===== src/rtl/vmask_set_first_pkg.sv =====
// Shared types and helpers for the vmsbf/vmsif/vmsof mask-op lane.
// Related build option: VMASK_SET_FIRST_MASKED_EN (masked operation ports).
package vmsxf_pkg;

   typedef enum logic [1:0] {
      OP_SBF = 2'd0,
      OP_SIF = 2'd1,
      OP_SOF = 2'd2
   } op_e;

   typedef enum logic [1:0] {
      IDLE   = 2'd0,
      SEARCH = 2'd1,
      DONE   = 2'd2
   } state_e;

   // Widest chunk the thermometer helper can describe; callers truncate to their own width.
   localparam int unsigned MAX_WIDTH = 1024;

   function automatic logic [MAX_WIDTH-1:0] len_to_mask(input int unsigned len);
      logic [MAX_WIDTH-1:0] ones;
      ones = '1;
      return ~(ones << len);
   endfunction

endpackage


===== src/rtl/vmask_set_first_if.sv =====
// Chunk stream bundle for vmask_set_first: source chunk in, destination chunk out.
// VMASK_SET_FIRST_MASKED_EN adds the v0 mask and old-destination inputs.
interface vmask_set_first_if #(
   parameter int DATA_WIDTH = 64
);
   localparam int LEN_W = $clog2(DATA_WIDTH + 1);

   logic                  in_valid;
   logic                  in_start;
   logic                  in_last;
   logic [1:0]            in_op;
   logic [LEN_W-1:0]      in_len;
   logic [DATA_WIDTH-1:0] in_m0;
`ifdef VMASK_SET_FIRST_MASKED_EN
   logic                  in_vm;
   logic [DATA_WIDTH-1:0] in_v0;
   logic [DATA_WIDTH-1:0] in_vd_old;
`endif
   logic                  out_valid;
   logic [DATA_WIDTH-1:0] out_vec;
   logic                  out_found;

   modport master (
`ifdef VMASK_SET_FIRST_MASKED_EN
      output in_vm, in_v0, in_vd_old,
`endif
      output in_valid, in_start, in_last, in_op, in_len, in_m0,
      input  out_valid, out_vec, out_found
   );

   modport slave (
`ifdef VMASK_SET_FIRST_MASKED_EN
      input  in_vm, in_v0, in_vd_old,
`endif
      input  in_valid, in_start, in_last, in_op, in_len, in_m0,
      output out_valid, out_vec, out_found
   );

endinterface


===== src/rtl/vmask_set_first_lowbit_isolate.sv =====
// Isolates the lowest set bit of a vector and reports whether any bit is set.
module lowbit_isolate #(
   parameter int WIDTH = 64
) (
   input  logic [WIDTH-1:0] vec,
   output logic [WIDTH-1:0] iso,
   output logic             hit
);

   always_comb begin
      iso = vec & (~vec + WIDTH'(1));
      hit = |vec;
   end

endmodule


===== src/rtl/vmask_set_first.sv =====
// Streaming vmsbf.m / vmsif.m / vmsof.m generator with one-cycle registered latency.
// Define VMASK_SET_FIRST_MASKED_EN for masked operation (v0 / mask-undisturbed vd_old).
module vmask_set_first
   import vmsxf_pkg::*;
#(
   parameter int DATA_WIDTH = 64
) (
   input logic              clk,
   input logic              rst,
   vmask_set_first_if.slave bus
);

   logic [DATA_WIDTH-1:0] lenmask;
   logic [DATA_WIDTH-1:0] active;
   logic [DATA_WIDTH-1:0] eff;
   logic [DATA_WIDTH-1:0] iso;
   logic                  hit;
   logic                  prior_done;
   logic [DATA_WIDTH-1:0] op_vec;
   logic [DATA_WIDTH-1:0] body_vec;
   logic [DATA_WIDTH-1:0] chunk_vec;
   logic                  chunk_found;

   state_e                state_q, state_d;
   logic                  out_valid_q, out_valid_d;
   logic [DATA_WIDTH-1:0] out_vec_q, out_vec_d;
   logic                  out_found_q, out_found_d;

   // Active lanes: body elements, further restricted by v0 when masked.
   always_comb begin
      lenmask = DATA_WIDTH'(len_to_mask(32'(bus.in_len)));
`ifdef VMASK_SET_FIRST_MASKED_EN
      active  = bus.in_vm ? lenmask : (lenmask & bus.in_v0);
`else
      active  = lenmask;
`endif
      eff     = bus.in_m0 & active;
   end

   lowbit_isolate #(
      .WIDTH (DATA_WIDTH)
   ) u_lowbit (
      .vec (eff),
      .iso (iso),
      .hit (hit)
   );

   always_comb begin
      // A start chunk discards any earlier find, so only a continuing op sees DONE.
      prior_done = (state_q == DONE) && !bus.in_start;

      case (bus.in_op)
         OP_SBF:  op_vec = hit ? (iso - DATA_WIDTH'(1)) : '1;
         OP_SIF:  op_vec = hit ? ((iso - DATA_WIDTH'(1)) | iso) : '1;
         default: op_vec = iso;
      endcase

      body_vec = prior_done ? '0 : op_vec;
`ifdef VMASK_SET_FIRST_MASKED_EN
      chunk_vec = (body_vec & active) | (bus.in_vd_old & lenmask & ~active);
`else
      chunk_vec = body_vec & active;
`endif
      chunk_found = hit | prior_done;
   end

   always_comb begin
      state_d     = state_q;
      out_valid_d = bus.in_valid;
      out_vec_d   = '0;
      out_found_d = 1'b0;

      if (bus.in_valid) begin
         out_vec_d   = chunk_vec;
         out_found_d = chunk_found;
         if (bus.in_last) begin
            state_d = IDLE;
         end else if (chunk_found) begin
            state_d = DONE;
         end else begin
            state_d = SEARCH;
         end
      end
   end

   always_ff @(posedge clk) begin
      if (rst) begin
         state_q     <= IDLE;
         out_valid_q <= 1'b0;
         out_vec_q   <= '0;
         out_found_q <= 1'b0;
      end else begin
         state_q     <= state_d;
         out_valid_q <= out_valid_d;
         out_vec_q   <= out_vec_d;
         out_found_q <= out_found_d;
      end
   end

   assign bus.out_valid = out_valid_q;
   assign bus.out_vec   = out_vec_q;
   assign bus.out_found = out_found_q;

endmodule


===== src/flat_wrapper.sv =====
// flat-port wrapper written by rule: the top's interface ports become plain ports
module vmask_set_first_flat import vmsxf_pkg::*;
#(
   parameter int DATA_WIDTH = 64
)
  (clk, rst, bus_in_valid, bus_in_start, bus_in_last, bus_in_op, bus_in_len, bus_in_m0, bus_out_valid, bus_out_vec, bus_out_found);
  vmask_set_first_if #(.DATA_WIDTH(DATA_WIDTH)) bus_i ();
  input logic clk;
  input logic rst;
  input wire logic [$bits(bus_i.in_valid)-1:0] bus_in_valid;
  input wire logic [$bits(bus_i.in_start)-1:0] bus_in_start;
  input wire logic [$bits(bus_i.in_last)-1:0] bus_in_last;
  input wire logic [$bits(bus_i.in_op)-1:0] bus_in_op;
  input wire logic [$bits(bus_i.in_len)-1:0] bus_in_len;
  input wire logic [$bits(bus_i.in_m0)-1:0] bus_in_m0;
  output wire logic [$bits(bus_i.out_valid)-1:0] bus_out_valid;
  output wire logic [$bits(bus_i.out_vec)-1:0] bus_out_vec;
  output wire logic [$bits(bus_i.out_found)-1:0] bus_out_found;
  assign bus_i.in_valid = bus_in_valid;
  assign bus_i.in_start = bus_in_start;
  assign bus_i.in_last = bus_in_last;
  assign bus_i.in_op = bus_in_op;
  assign bus_i.in_len = bus_in_len;
  assign bus_i.in_m0 = bus_in_m0;
  assign bus_out_valid = bus_i.out_valid;
  assign bus_out_vec = bus_i.out_vec;
  assign bus_out_found = bus_i.out_found;
  vmask_set_first #(.DATA_WIDTH(DATA_WIDTH)) u_core (.clk(clk), .rst(rst), .bus(bus_i));
endmodule

===== config.mk =====
export PLATFORM = sky130hd
export DESIGN_NAME = vmask_set_first_flat
export DESIGN_NICKNAME = d
export VERILOG_FILES = /design/src/rtl/vmask_set_first_pkg.sv /design/src/rtl/vmask_set_first_if.sv /design/src/rtl/vmask_set_first_lowbit_isolate.sv /design/src/rtl/vmask_set_first.sv /design/src/flat_wrapper.sv
export SDC_FILE = /design/constraint.sdc
export NUM_CORES = 1
export LEC_CHECK = 0
export BUFFER_PORTS_ARGS = -buffer_cell sky130_fd_sc_hd__clkbuf_2
export CORE_MARGIN = 1.5
export CORE_UTILIZATION = 40
export CTS_CLUSTER_DIAMETER = 50
export DETAILED_ROUTE_END_ITERATION = 8
export GPL_TIMING_DRIVEN = 0
export PLACE_DENSITY = 0.62
export SKIP_LAST_GASP = 1
export SYNTH_ARGS = -nofsm -noshare
export SYNTH_HDL_FRONTEND = slang
export SYNTH_SLANG_ARGS = --single-unit

===== constraint.sdc =====
create_clock -name clk -period 7 [get_ports clk]
set_clock_uncertainty 0.2 [all_clocks]
set_input_delay 0.7 -clock clk [delete_from_list [all_inputs] [get_ports clk]]
set_output_delay 0.7 -clock clk [all_outputs]
set_load 0.01 [all_outputs]

==> metrics.cfg <==
[placement]
gp_congestion=1.02
dpl_cell_area_sq_um=7830
hpwl_mm=25.1
place_inst=1329
io_buffers=140

[floorplan]
die_x_um=134
design.portCount=144
die_h_um=134
core.rowCount=47
initial_core_util_pct=41.2
dieArea_sq_um=17900
core-area_sq_um=16600

[synthesis]
syn-num-nets=1109
synth_top_family_by_area=simple AND/OR/NAND/NOR gates
yosys_warnings=0
synth_mux_area_share_pct=0
synth-xor-area-share_pct=0
synth_compound_area_share_pct=30.7
synth_area_sq_um=6850
netlist_instances=969
synth_fa_ha_area_share_pct=11.3
yosysUniqueCellTypes=75
ys_seq_area_share_pct=19.9
synth-seq-cells=68
synth_edf_count=0
synthFlopType=dfxtp_1
synth-simple-area-share_pct=31.9
synth-async-reset-ratio_pct=0
syn-mean-instance-area_sq_um=7.07

[drt]
routed_wl_mm=32.5
first_pass_iters=5
vias_per_cell=6.50
drt_iter0_markers=872
ant_nets=0
vias=8738
post-route-drc-count=0
wl_per_cell_um=24.2

[power]
p_leak_nw=3.19
ir_worst_vdd_uv=122
powerDensity_nw_per_um2=149

[grt]
grt_pass1_wl_mm=47.9
antenna_found_initial=0
grt_overflow_total=0
first_global_vias=8120
track_usage_pct=35.6
grt_max_degree=13

[clocking]
cts_made_buffers=9
cts_setup_buffers=0
clkSlewWorstSetupHoldPaths_ps=70
cts_tree=done
ctsHoldBuffers=0
clock_latency_ps=350
clockRootBuffer=clkbuf_16
htreeDepth=3
cts_buffer_depth=2
cts_num_sinks=68
post_cts_resized=0

[cells_and_area]
diodes=0
fin_util_pct=48.8
area_delta_synth_final_pct=18.5
postLayoutCellArea_sq_um=8120
fin_nets=1260
final_cells=1345
layout_common_cells=nand2_1, clkbuf_2, o21ai_0, clkbuf_1, dfxtp_1
drive_gt1_share_pct=17.3

[sta]
finalCritPeriodShare_pct=89.8
fin_tns_setup_ps=0
finalCriticalPeriod_ps=6290
max_slew.worst_pin.slew_ps=1330
rsz0062_at_grt=false
final-hold-violation-count=0
finalMaxSlewViolations=0
max_freq_ghz=0.159
slew_headroom_pct=10.7
setup_viol=0
timing.hold.ws_ps=254

[status]
status=complete, no violations

[setup_path]
cp.required_ps=7020
cp-end-kind=register
startpoint=bus_in_len[4]
r2r_start=u_core.state_q[0]$_SDFFE_PP0P_
arrival_ps=6300
critical_path_class=in -> reg
start_kind=primary input
path_max_fanout=10

[flow_run]
max-cap-violations=0

[min_path]
holdCritStartpoint=u_core.state_q[1]$_SDFFE_PP0P_
hp-class=reg -> reg

[cells by family after synthesis]
| family | Yosys count |
|---|---|
| flip-flops | 68 |
| AND/OR/NAND/NOR | 424 |
| adder cells (fa/ha/maj) | 62 |
| AO/OA/AOI/OAI | 307 |
| buffers and inverters | 108 |
[final cells by class]
type | count | area, sq um
Inverter | 27 | 101
Clock inverter | 7 | 67.6
Buffer | 81 | 325
Tap cell | 220 | 275
Sequential cell | 68 | 1360
Timing Repair Buffer | 140 | 701
Clock buffer | 9 | 225
Fill cell | 1784 | 8520
Multi-Input combinational cell | 793 | 5060
[critical path, cell delays in order]
cell and delay [ps]:
clkbuf_2 110, clkbuf_1 400, clkbuf_1 470, clkbuf_1 470, clkbuf_1 520, o211ai_1 170, o211ai_1 170, nor2_1 140
a2111o_1 460, nor4_4 550, inv_2 180, nor4_4 510, and3_1 230, clkbuf_1 290, nand3_1 140, ha_1 290
o21ai_0 60, a221oi_1 440
[through the flow]
step	total power, mW	setup WS, ps
floorplan	0.597	1720
global placement	0.733	486
detailed placement	0.730	504
CTS	1.20	857
global route	1.25	406
finish	1.21	713
[Yosys cell counts (6+ instances only)]
library cell	instances	share of area, %
and4_1	6	0.77
nor4_1	14	1.3
clkbuf_1	73	4.0
or4_1	7	0.77
o21ai_0	100	7.3
a211o_1	6	0.77
nor3_1	23	1.7
inv_1	25	1.4
a221oi_1	33	4.2
or2_2	14	1.3
o21a_1	15	1.6
and2_1	15	1.4
ha_1	62	11
nand2_1	141	7.7
nand3_1	44	3.2
nor2_1	62	3.4
a21boi_0	7	0.77
a21oi_1	51	3.7
nand4_1	34	3.1
nand2b_1	10	0.91
and3_1	11	1.0
dfxtp_1	68	20
or3_1	13	1.2
a21o_1	8	0.88
nor2b_1	6	0.55
o211ai_1	14	1.5
o211a_1	7	1.0
[where the power goes]
| group | total (mW) | switching [mW] | internal [mW] |
|---|---|---|---|
| sequential | 0.402 | 0.00298 | 0.399 |
| combinational | 0.333 | 0.235 | 0.0986 |
| clock | 0.471 | 0.197 | 0.274 |
[layer usage]
metal  wire (um)  global-route usage (%)  vias up
met3        3140                    8.13      151
met1       12600                    43.1     4063
met5           0                       0        -
met2       14500                    56.7      559
met4        2320                    23.2        0
li1            -                       -     3965
[final timing paths]
path,end,slack [ps],cells after the start
worst max-delay path,u_core.bus.out_vec[59]$_SDFF_PP0_,710,18
worst min-delay path,u_core.state_q[1]$_SDFFE_PP0P_,250,2
worst max register to register,u_core.bus.out_vec[25]$_SDFF_PP0_,4220,7
worst min register to register,u_core.state_q[1]$_SDFFE_PP0P_,250,2
[state kept, by name, summed over array words and instances, names as in the netlist]
signal                cells
u_core.bus.out_valid      1
u_core.bus.out_found      1
u_core.bus.out_vec       64
u_core.state_q            2
(Power assumes the default switching activity.)
